===== src/rtl/bcd_pkg.sv =====
// Shared definitions for the four-digit BCD counter: digit type, digit limits
// and the packed 16-bit load word layout.
package bcd_pkg;

    typedef logic [3:0] bcd_t;

    localparam bcd_t BCD_MAX = 4'd9;
    localparam bcd_t BCD_MIN = 4'd0;

    typedef struct packed {
        bcd_t thousands;
        bcd_t hundreds;
        bcd_t tens;
        bcd_t units;
    } bcd_word_t;

    // Clamp a raw nibble into the legal BCD range.
    function automatic bcd_t bcd_sat(input logic [3:0] v);
        return (v > BCD_MAX) ? BCD_MAX : v;
    endfunction

endpackage


===== src/rtl/bcd_digit.sv =====
// One BCD decade: increments/decrements on step, exposes a combinational roll
// flag that the parent chains into the next decade. Load port exists only with BCD_LOAD_EN.
module bcd_digit
    import bcd_pkg::*;
(
    input  logic clk,
    input  logic rst_n,
    input  logic step,
    input  logic up,
    input  logic clr,
`ifdef BCD_LOAD_EN
    input  logic load,
    input  bcd_t load_val,
`endif
    output bcd_t digit,
    output logic roll
);

    // roll means "this decade wraps if stepped now" in the current direction.
    always_comb begin
        roll = up ? (digit == BCD_MAX) : (digit == BCD_MIN);
    end

    always_ff @(posedge clk or negedge rst_n) begin
        if (!rst_n) begin
            digit <= BCD_MIN;
        end else if (clr) begin
            digit <= BCD_MIN;
`ifdef BCD_LOAD_EN
        end else if (load) begin
            digit <= bcd_sat(load_val);
`endif
        end else if (step) begin
            if (roll) begin
                digit <= up ? BCD_MIN : BCD_MAX;
            end else begin
                digit <= up ? digit + 4'd1 : digit - 4'd1;
            end
        end
    end

endmodule


===== src/rtl/bcd_counter_4dig.sv =====
// Four-digit BCD up/down counter with built-in prescaler, TICK and WRAP pulses.
// Define BCD_LOAD_EN to add the LOAD/LOAD_VAL synchronous preset ports.
module bcd_counter_4dig
    import bcd_pkg::*;
#(
    parameter int TICK_DIV = 5000000,
    parameter int PRESC_W  = 24
) (
    input  logic       CLK,
    input  logic       RST_N,
    input  logic       EN,
    input  logic       UP,
    input  logic       CLR,
`ifdef BCD_LOAD_EN
    input  logic       LOAD,
    input  logic [15:0] LOAD_VAL,
`endif
    output logic [3:0] units,
    output logic [3:0] tens,
    output logic [3:0] hundreds,
    output logic [3:0] thousands,
    output logic       TICK,
    output logic       WRAP
);

    localparam logic [PRESC_W-1:0] PRESC_LAST = PRESC_W'(TICK_DIV - 1);

    logic [PRESC_W-1:0] presc;
    logic               terminal;
    logic               load_req;
    logic               tick_cyc;
    logic [3:0]         step;
    logic [3:0]         roll;
    bcd_t               dig [4];

`ifdef BCD_LOAD_EN
    assign load_req = LOAD;
`else
    assign load_req = 1'b0;
`endif

    // CLR and LOAD both steal the tick cycle, so no step and no pulses.
    assign terminal = EN && (presc == PRESC_LAST);
    assign tick_cyc = terminal && !CLR && !load_req;

    // Carry/borrow ripples combinationally so all decades move on one edge.
    assign step[0] = tick_cyc;
    assign step[1] = step[0] & roll[0];
    assign step[2] = step[1] & roll[1];
    assign step[3] = step[2] & roll[2];

    for (genvar i = 0; i < 4; i++) begin : g_digit
        bcd_digit u_digit (
            .clk      (CLK),
            .rst_n    (RST_N),
            .step     (step[i]),
            .up       (UP),
            .clr      (CLR),
`ifdef BCD_LOAD_EN
            .load     (LOAD),
            .load_val (LOAD_VAL[4*i +: 4]),
`endif
            .digit    (dig[i]),
            .roll     (roll[i])
        );
    end

    always_ff @(posedge CLK or negedge RST_N) begin
        if (!RST_N) begin
            presc <= '0;
            TICK  <= 1'b0;
            WRAP  <= 1'b0;
        end else begin
            TICK <= tick_cyc;
            WRAP <= step[3] & roll[3];
            if (CLR || load_req) begin
                presc <= '0;
            end else if (EN) begin
                presc <= terminal ? '0 : presc + 1'b1;
            end
        end
    end

    assign units     = dig[0];
    assign tens      = dig[1];
    assign hundreds  = dig[2];
    assign thousands = dig[3];

endmodule


===== config.mk =====
export PLATFORM = sky130hd
export DESIGN_NAME = bcd_counter_4dig
export DESIGN_NICKNAME = d
export VERILOG_FILES = /design/src/rtl/bcd_pkg.sv /design/src/rtl/bcd_digit.sv /design/src/rtl/bcd_counter_4dig.sv
export SDC_FILE = /design/constraint.sdc
export NUM_CORES = 1
export LEC_CHECK = 0
export BUFFER_PORTS_ARGS = -buffer_cell sky130_fd_sc_hd__buf_2
export CORE_MARGIN = 5
export CORE_UTILIZATION = 25
export CTS_CLUSTER_SIZE = 12
export DETAILED_ROUTE_END_ITERATION = 10
export PLACE_DENSITY = 0.44
export SKIP_LAST_GASP = 1
export SYNTH_ARGS = -nofsm -noshare
export SYNTH_HDL_FRONTEND = slang
export SYNTH_SLANG_ARGS = --single-unit

===== constraint.sdc =====
create_clock -name CLK -period 3.7 [get_ports CLK]
set_input_delay 0.74 -clock CLK [delete_from_list [all_inputs] [get_ports CLK]]
set_output_delay 0.74 -clock CLK [all_outputs]
set_load 0.02 [all_outputs]

==> flow_metrics.env, run 1 <==
export IMPL_status="finished, final reports clean"
export IMPL_cp_startpoint="UP"
export IMPL_critPathCaptureType="register"
export IMPL_report_final_slew_viol_count=0
export IMPL_grt_pass1_wl_microns=11100
export IMPL_area_growth_pct=11.4
export IMPL_fin_nets=333
export IMPL_die_w_microns=115
export IMPL_dp_hpwl_microns=4630
export IMPL_cp_arrival_ps=2640
export IMPL_path_clk_slew_ps=80
export IMPL_synthSimpleGateAreaFrac=0.298
export IMPL_crit_type="input port to register"
export IMPL_timing_final_crit_share=0.673
export IMPL_clkLatencyLatePin_ps=290
export IMPL_synth_top_family_by_area="simple AND/OR/NAND/NOR gates"
export IMPL_grt_max_degree=43
export IMPL_setup_tns_final_ps=0
export IMPL_hold_path_class="register to register"
export IMPL_wl_met2_microns=3160
export IMPL_worstMarginPinSlew_ps=973
export IMPL_synthMuxAreaShare=0.0217
export IMPL_syn_area_sq_um=2760
export IMPL_drtPass1Iterations=4
export IMPL_drc_errors=0
export IMPL_chipHeight_microns=115
export IMPL_wl_met1_microns=3090
export IMPL_totalWireLength_microns=6510
export IMPL_start_kind="input port"
export IMPL_cts_root_buf="clkbuf_8"
export IMPL_seqPwrFrac=0.580
export IMPL_syn_avg_cell_area_sq_um=9.37
export IMPL_r2r_end="g_digit[1].u_digit.digit[2]"
export IMPL_min_to="presc[5]"
export IMPL_met3WireLength_microns=225
export IMPL_cts_made_buffers=5
export IMPL_fp_dieArea_sq_um=13300
export IMPL_worstRegToRegCells=6
export IMPL_yosysUniqueCellTypes=58
export IMPL_post_cts_resized=0
export IMPL_place_congestion=0.751
export IMPL_power_leakage_nw=1.26
export IMPL_p_per_area_nw_per_um2=259
export IMPL_synth_xor_area_share=0.0887
export IMPL_synthAdderAreaFrac=0.0697
export IMPL_post_cts_setup_buffers=0
export IMPL_placed_cell_area_sq_um=3000
export IMPL_synthCells=295
export IMPL_ant_nets=0
export IMPL_synth_main_ff_cell="dfrtp_1"
export IMPL_post_drt_wl_per_cell_microns=14.3
export IMPL_irDropWorstVdd_mv=0.133
export IMPL_internal_power_uw=605
export IMPL_swShare=0.241
export IMPL_async_flop_share=1.00
export IMPL_num_rows=38
export IMPL_synth_edf_count=0
export IMPL_synth_seq_cells=42
export IMPL_setup_viol_count_final=0
export IMPL_synth_compound_area_frac=0.105
export IMPL_port_buffers=22
export IMPL_io_pins=23
export IMPL_stdcell_area_sq_um=3080
export IMPL_min_from="presc[5]"
export IMPL_relSlewSlack=0.351
export IMPL_start_util=0.255
export IMPL_syn_nets=313
export IMPL_viasPerCell=4.73
export IMPL_cts_hold_buf=0
export IMPL_drtIter0Drc=112
export IMPL_cts_sinks=42
export IMPL_p_sw_uw=192
export IMPL_fmax_mhz=401
export IMPL_synth_warnings=0
export IMPL_grt_pass1_vias=2158
export IMPL_rsz0062_at_grt="false"
export IMPL_clkPwrFrac=0.353
export IMPL_num_vias=2150
export IMPL_whs_path_depth=2
export IMPL_track_usage=0.103
export IMPL_period_needed_ps=2490
export IMPL_antennaDiodeCount=0
export IMPL_htreeDepth=2
export IMPL_seq_area_frac_synth=0.380
export IMPL_overflow=0
export IMPL_critPathMaxFanout=11
export IMPL_final_layout_size_suffix_gt1_frac=0.152
export IMPL_cap_violations=0
export IMPL_cts_tree="done"
export IMPL_timing_final_hold_violations=0
export IMPL_reg2reg_from="presc[0]"
export IMPL_core_sq_um=10800
export IMPL_highest_layer="met4"
export IMPL_skew_ps=3.03
export IMPL_cp_required_ps=3850
export IMPL_cts_buffer_depth=2
export IMPL_antenna_found_initial=0
export IMPL_pwr_share_comb=0.067
export IMPL_rrSetupSlack_ps=1430
-- cells by family (layout without fill, tap and decap cells) --
| family | Yosys count | in the layout |
|---|---|---|
| flops | 42 | 42 |
| fa+ha+maj | 13 | 13 |
| xor+xnor | 28 | 28 |
| buf+inv | 22 | 42 |
| compound gates | 45 | 45 |
| mux | 6 | 6 |
| simple gates | 139 | 139 |
-- power by group through the flow --
stage	Sequential, mW	Clock [mW]	Combinational, mW
5_1_grt	0.462	0.322	0.0626
3_5_place_dp	0.471	0	0.0558
3_3_place_gp	0.471	0	0.0560
6_report	0.462	0.281	0.0534
2_1_floorplan	0.471	0	0.0341
4_1_cts	0.462	0.301	0.0561
-- stage by stage --
step	cells	power [mW]	worst slack, ps	hold WS, ps	util
floorplan	295	0.505	1020	444	-
global placement	448	0.527	973	555	0.277
detailed placement	448	0.527	910	557	0.277
CTS	455	0.819	1220	580	0.284
global route	455	0.847	1060	603	0.284
finish	455	0.797	1210	572	0.284
-- worst max-delay path: stages --
cell,delay [ps]
buf_2,100
inv_1,330
ha_1,340
a21oi_1,260
a21oi_1,140
a211o_1,270
a2111oi_0,360
a211oi_1,100
-- worst max path at each step --
stage	cells after the start	to	slack [ps]
floorplan	8	g_digit[3].u_digit.digit[3]	1020
global placement	8	g_digit[3].u_digit.digit[3]	970
detailed placement	8	g_digit[3].u_digit.digit[3]	910
CTS	8	g_digit[3].u_digit.digit[3]	1220
global route	8	g_digit[3].u_digit.digit[3]	1060
finish	8	g_digit[3].u_digit.digit[3]	1210
-- layout make-up --
class                      count  area [sq um]
multi-input combinational    231          1610
timing repair buffer          23           118
inverter                      12          45.0
fill                        1167          7760
tap                          140           175
clock buffer                   7          76.3
sequential                    42          1050
-- synthesized netlist by cell type (4+ instances only) --
library cell,n,share of area
or4_1,4,0.011
o21ai_0,6,0.011
dfrtp_1,42,0.38
nor3_1,9,0.016
nand3_1,19,0.034
inv_1,12,0.016
nor2_1,38,0.052
nand2_1,11,0.015
nand4_1,7,0.016
fa_1,4,0.029
a21oi_1,16,0.029
mux2i_1,6,0.022
nor4_1,8,0.018
o21a_1,4,0.011
clkbuf_1,5,0.0068
ha_1,9,0.041
xnor2_1,17,0.054
nand2b_1,4,0.0091
and3_1,7,0.016
xor2_1,11,0.035
-- sequential cells by signal, indices dropped and copies added (netlist names) --
| register | flops |
|---|---|
| TICK | 1 |
| g_digit.u_digit.digit | 16 |
| WRAP | 1 |
| presc | 24 |
-- placed cells by master (no fill, tap or decap), types with 2 or more instances in the layout --
master,netlist,final
fa_1,4,4
buf_2,1,22
a211o_1,3,3
or4_1,4,4
mux2i_1,6,6
inv_1,12,12
o21ai_0,6,6
nand4_1,7,7
clkbuf_1,5,2
nand2b_1,4,4
a2111oi_0,2,2
nand2_1,11,11
a21o_1,3,3
nor4_1,8,8
and3_2,3,3
or3_1,2,2
nand3_1,19,19
and3_1,7,7
clkbuf_8,0,5
xnor2_1,17,17
or3b_1,2,2
nor2_1,38,38
o21a_1,4,4
a211oi_1,2,2
or2_2,3,3
xor2_1,11,11
a21oi_1,16,16
ha_1,9,9
nand3b_1,2,2
nor4bb_1,2,2
dfrtp_1,42,42
a31oi_1,3,3
nor2b_1,2,2
nor3_1,9,9
-- layer usage --
metal  up-vias  GRT usage
li1       1096          -
met1      1027      0.138
met2        23      0.175
met3         4     0.0205
met4         0     0.0211
met5         -          0
Note: power is estimated with default switching activity, not from simulation.
==> run 2, diff against run 1 <==
- clock period: 3.7 -> 2.4 ns (I/O delays scaled with it)
==> run 2 against run 1 <==
Worst hold slack got worse by 310 ps. Non-clock buffer count is 9 higher. Count of clock-buffer cells in the layout is the same. Clock power increased by 73%.
==> flow_metrics.env, run 2 (same netlist as run 1, synthesis figures left out) <==
export IMPL_place_congestion=0.761
export IMPL_timing_final_crit_share=0.932
export IMPL_cts_sinks=42
export IMPL_critPathCaptureType="register"
export IMPL_critPathMaxFanout=5
export IMPL_start_kind="register"
export IMPL_post_drt_wl_per_cell_microns=14.7
export IMPL_worst_path_buf_inv=0
export IMPL_cts_tree="done"
export IMPL_post_cts_setup_buffers=0
export IMPL_core_sq_um=10800
export IMPL_status="finished, final reports clean"
export IMPL_grt_pass1_vias=2262
export IMPL_track_usage=0.107
export IMPL_slowest_delay_ps=550
export IMPL_final_cells=465
export IMPL_drtPass1Iterations=4
export IMPL_antenna_found_initial=0
export IMPL_chipHeight_microns=115
export IMPL_relSlewSlack=0.595
export IMPL_power_leakage_nw=1.31
export IMPL_cts_root_buf="clkbuf_8"
export IMPL_timing_final_hold_violations=0
export IMPL_cts_hold_buf=0
export IMPL_setup_viol_count_final=0
export IMPL_drtIter0Drc=75
export IMPL_top_regs="presc (24), g_digit.u_digit.digit (16)"
export IMPL_stdcell_area_sq_um=3160
export IMPL_layout_commonest_cell="dfrtp_1"
export IMPL_path_clk_slew_ps=80
export IMPL_hold_path_class="input port to asynchronous set/reset pin"
export IMPL_num_rows=38
export IMPL_cp_startpoint="presc[0]"
export IMPL_viasPerCell=4.79
export IMPL_htreeDepth=2
export IMPL_io_pins=23
export IMPL_antennaDiodeCount=0
export IMPL_largest_reg_flops=24
export IMPL_dp_hpwl_microns=4900
export IMPL_cp_slowest_cell="or3_1"
export IMPL_start_util=0.255
export IMPL_crit_type="register to register"
export IMPL_fp_dieArea_sq_um=13300
export IMPL_seqPwrFrac=0.553
export IMPL_post_route_util=0.292
export IMPL_fillers=1195
export IMPL_die_w_microns=115
export IMPL_cap_violations=0
export IMPL_grt_pass1_wl_microns=11600
export IMPL_fmax_mhz=447
export IMPL_totalWireLength_microns=6850
export IMPL_cts_buffer_depth=2
export IMPL_period_needed_ps=2240
export IMPL_p_sw_uw=318
export IMPL_skew_ps=5.08
export IMPL_drc_errors=0
export IMPL_area_growth_pct=14.4
export IMPL_fin_nets=342
export IMPL_cts_made_buffers=5
export IMPL_p_per_area_nw_per_um2=408
export IMPL_overflow=0
export IMPL_num_vias=2226
export IMPL_crit_chain="ha_1, nand3_1, or3_1, nor3_2, mux2i_1, nor2_1"
export IMPL_reg2reg_from="presc[0]"
export IMPL_internal_power_uw=971
export IMPL_rsz0062_at_grt="true"
export IMPL_swShare=0.247
export IMPL_port_buffers=22
export IMPL_ant_nets=0
export IMPL_placed_cells=457
export IMPL_clkPwrFrac=0.377
export IMPL_top_register="presc"
export IMPL_cp_required_ps=2570
export IMPL_cp_arrival_ps=2410
export IMPL_grt_max_degree=43
export IMPL_path_delay_family="simple AND/OR/NAND/NOR gates"
export IMPL_placed_cell_area_sq_um=3070
export IMPL_irDropWorstVdd_mv=0.189
export IMPL_report_final_slew_viol_count=0
export IMPL_worstMarginPinSlew_ps=598
export IMPL_layout_common_cells="42 x dfrtp_1, 38 x nor2_1, 22 x buf_2"
export IMPL_clkLatencyLatePin_ps=290
export IMPL_final_layout_size_suffix_gt1_frac=0.185
export IMPL_holdWs_ps=263
export IMPL_pwr_share_comb=0.071
==> run 2: what timing repair did <==
| action | in CTS | in global routing |
|---|---|---|
| endpoints found under the setup margin | 0 | 2 |
| resized for setup | 0 | 0 |
| hold endpoints to repair | 0 | 0 |
==> run 2: layout make-up <==
class,instances,area [sq um],share of cell area
Timing Repair Buffer,32,185,0.0586
Clock inverter,1,5.00,0.00158
Inverter,12,45.0,0.0143
Multi-Input combinational cell,231,1610,0.510
Tap cell,140,175,0.0554
Sequential cell,42,1050,0.333
Clock buffer,7,86.3,0.0273
==> run 2: path summary, 6_finish.rpt <==
kind / endpoint / slack [ps] / cells after the start
max: g_digit[1].u_digit.digit[2] / 160 / 6
min: g_digit[2].u_digit.digit[3] / 260 / 2
max reg2reg: g_digit[1].u_digit.digit[2] / 160 / 6
min reg2reg: g_digit[0].u_digit.digit[2] / 570 / 2
max in group asynchronous: presc[17] / 1750 / 2
min in group CLK: presc[1] / 540 / 3
==> run 2: metrics by stage <==
| stage | power, mW | setup TNS [ps] | setup WS, ps |
|---|---|---|---|
| after floorplan | 0.779 | 0 | 48.4 |
| after global placement | 0.819 | 0 | 108 |
| after detailed placement | 0.820 | 0 | 95.6 |
| after CTS | 1.33 | 0 | 139 |
| after global routing | 1.37 | -27.5 | -17.4 |
| final | 1.29 | 0 | 162 |
==> run 2: routing by layer <==
layer	up-vias	wire length, microns	GRT usage
met3	4	243	0.0205
met1	1077	3250	0.141
met4	0	41	0.0180
li1	1117	-	-
met5	-	0	0
met2	28	3310	0.186
==> run 2: power groups by stage <==
stage	sequential, mW	clock, mW	combinational (mW)
floorplan	0.726	0	0.0528
global placement	0.726	0	0.0932
detailed placement	0.726	0	0.0940
CTS	0.712	0.520	0.0944
global route	0.713	0.555	0.105
finish	0.712	0.486	0.0910
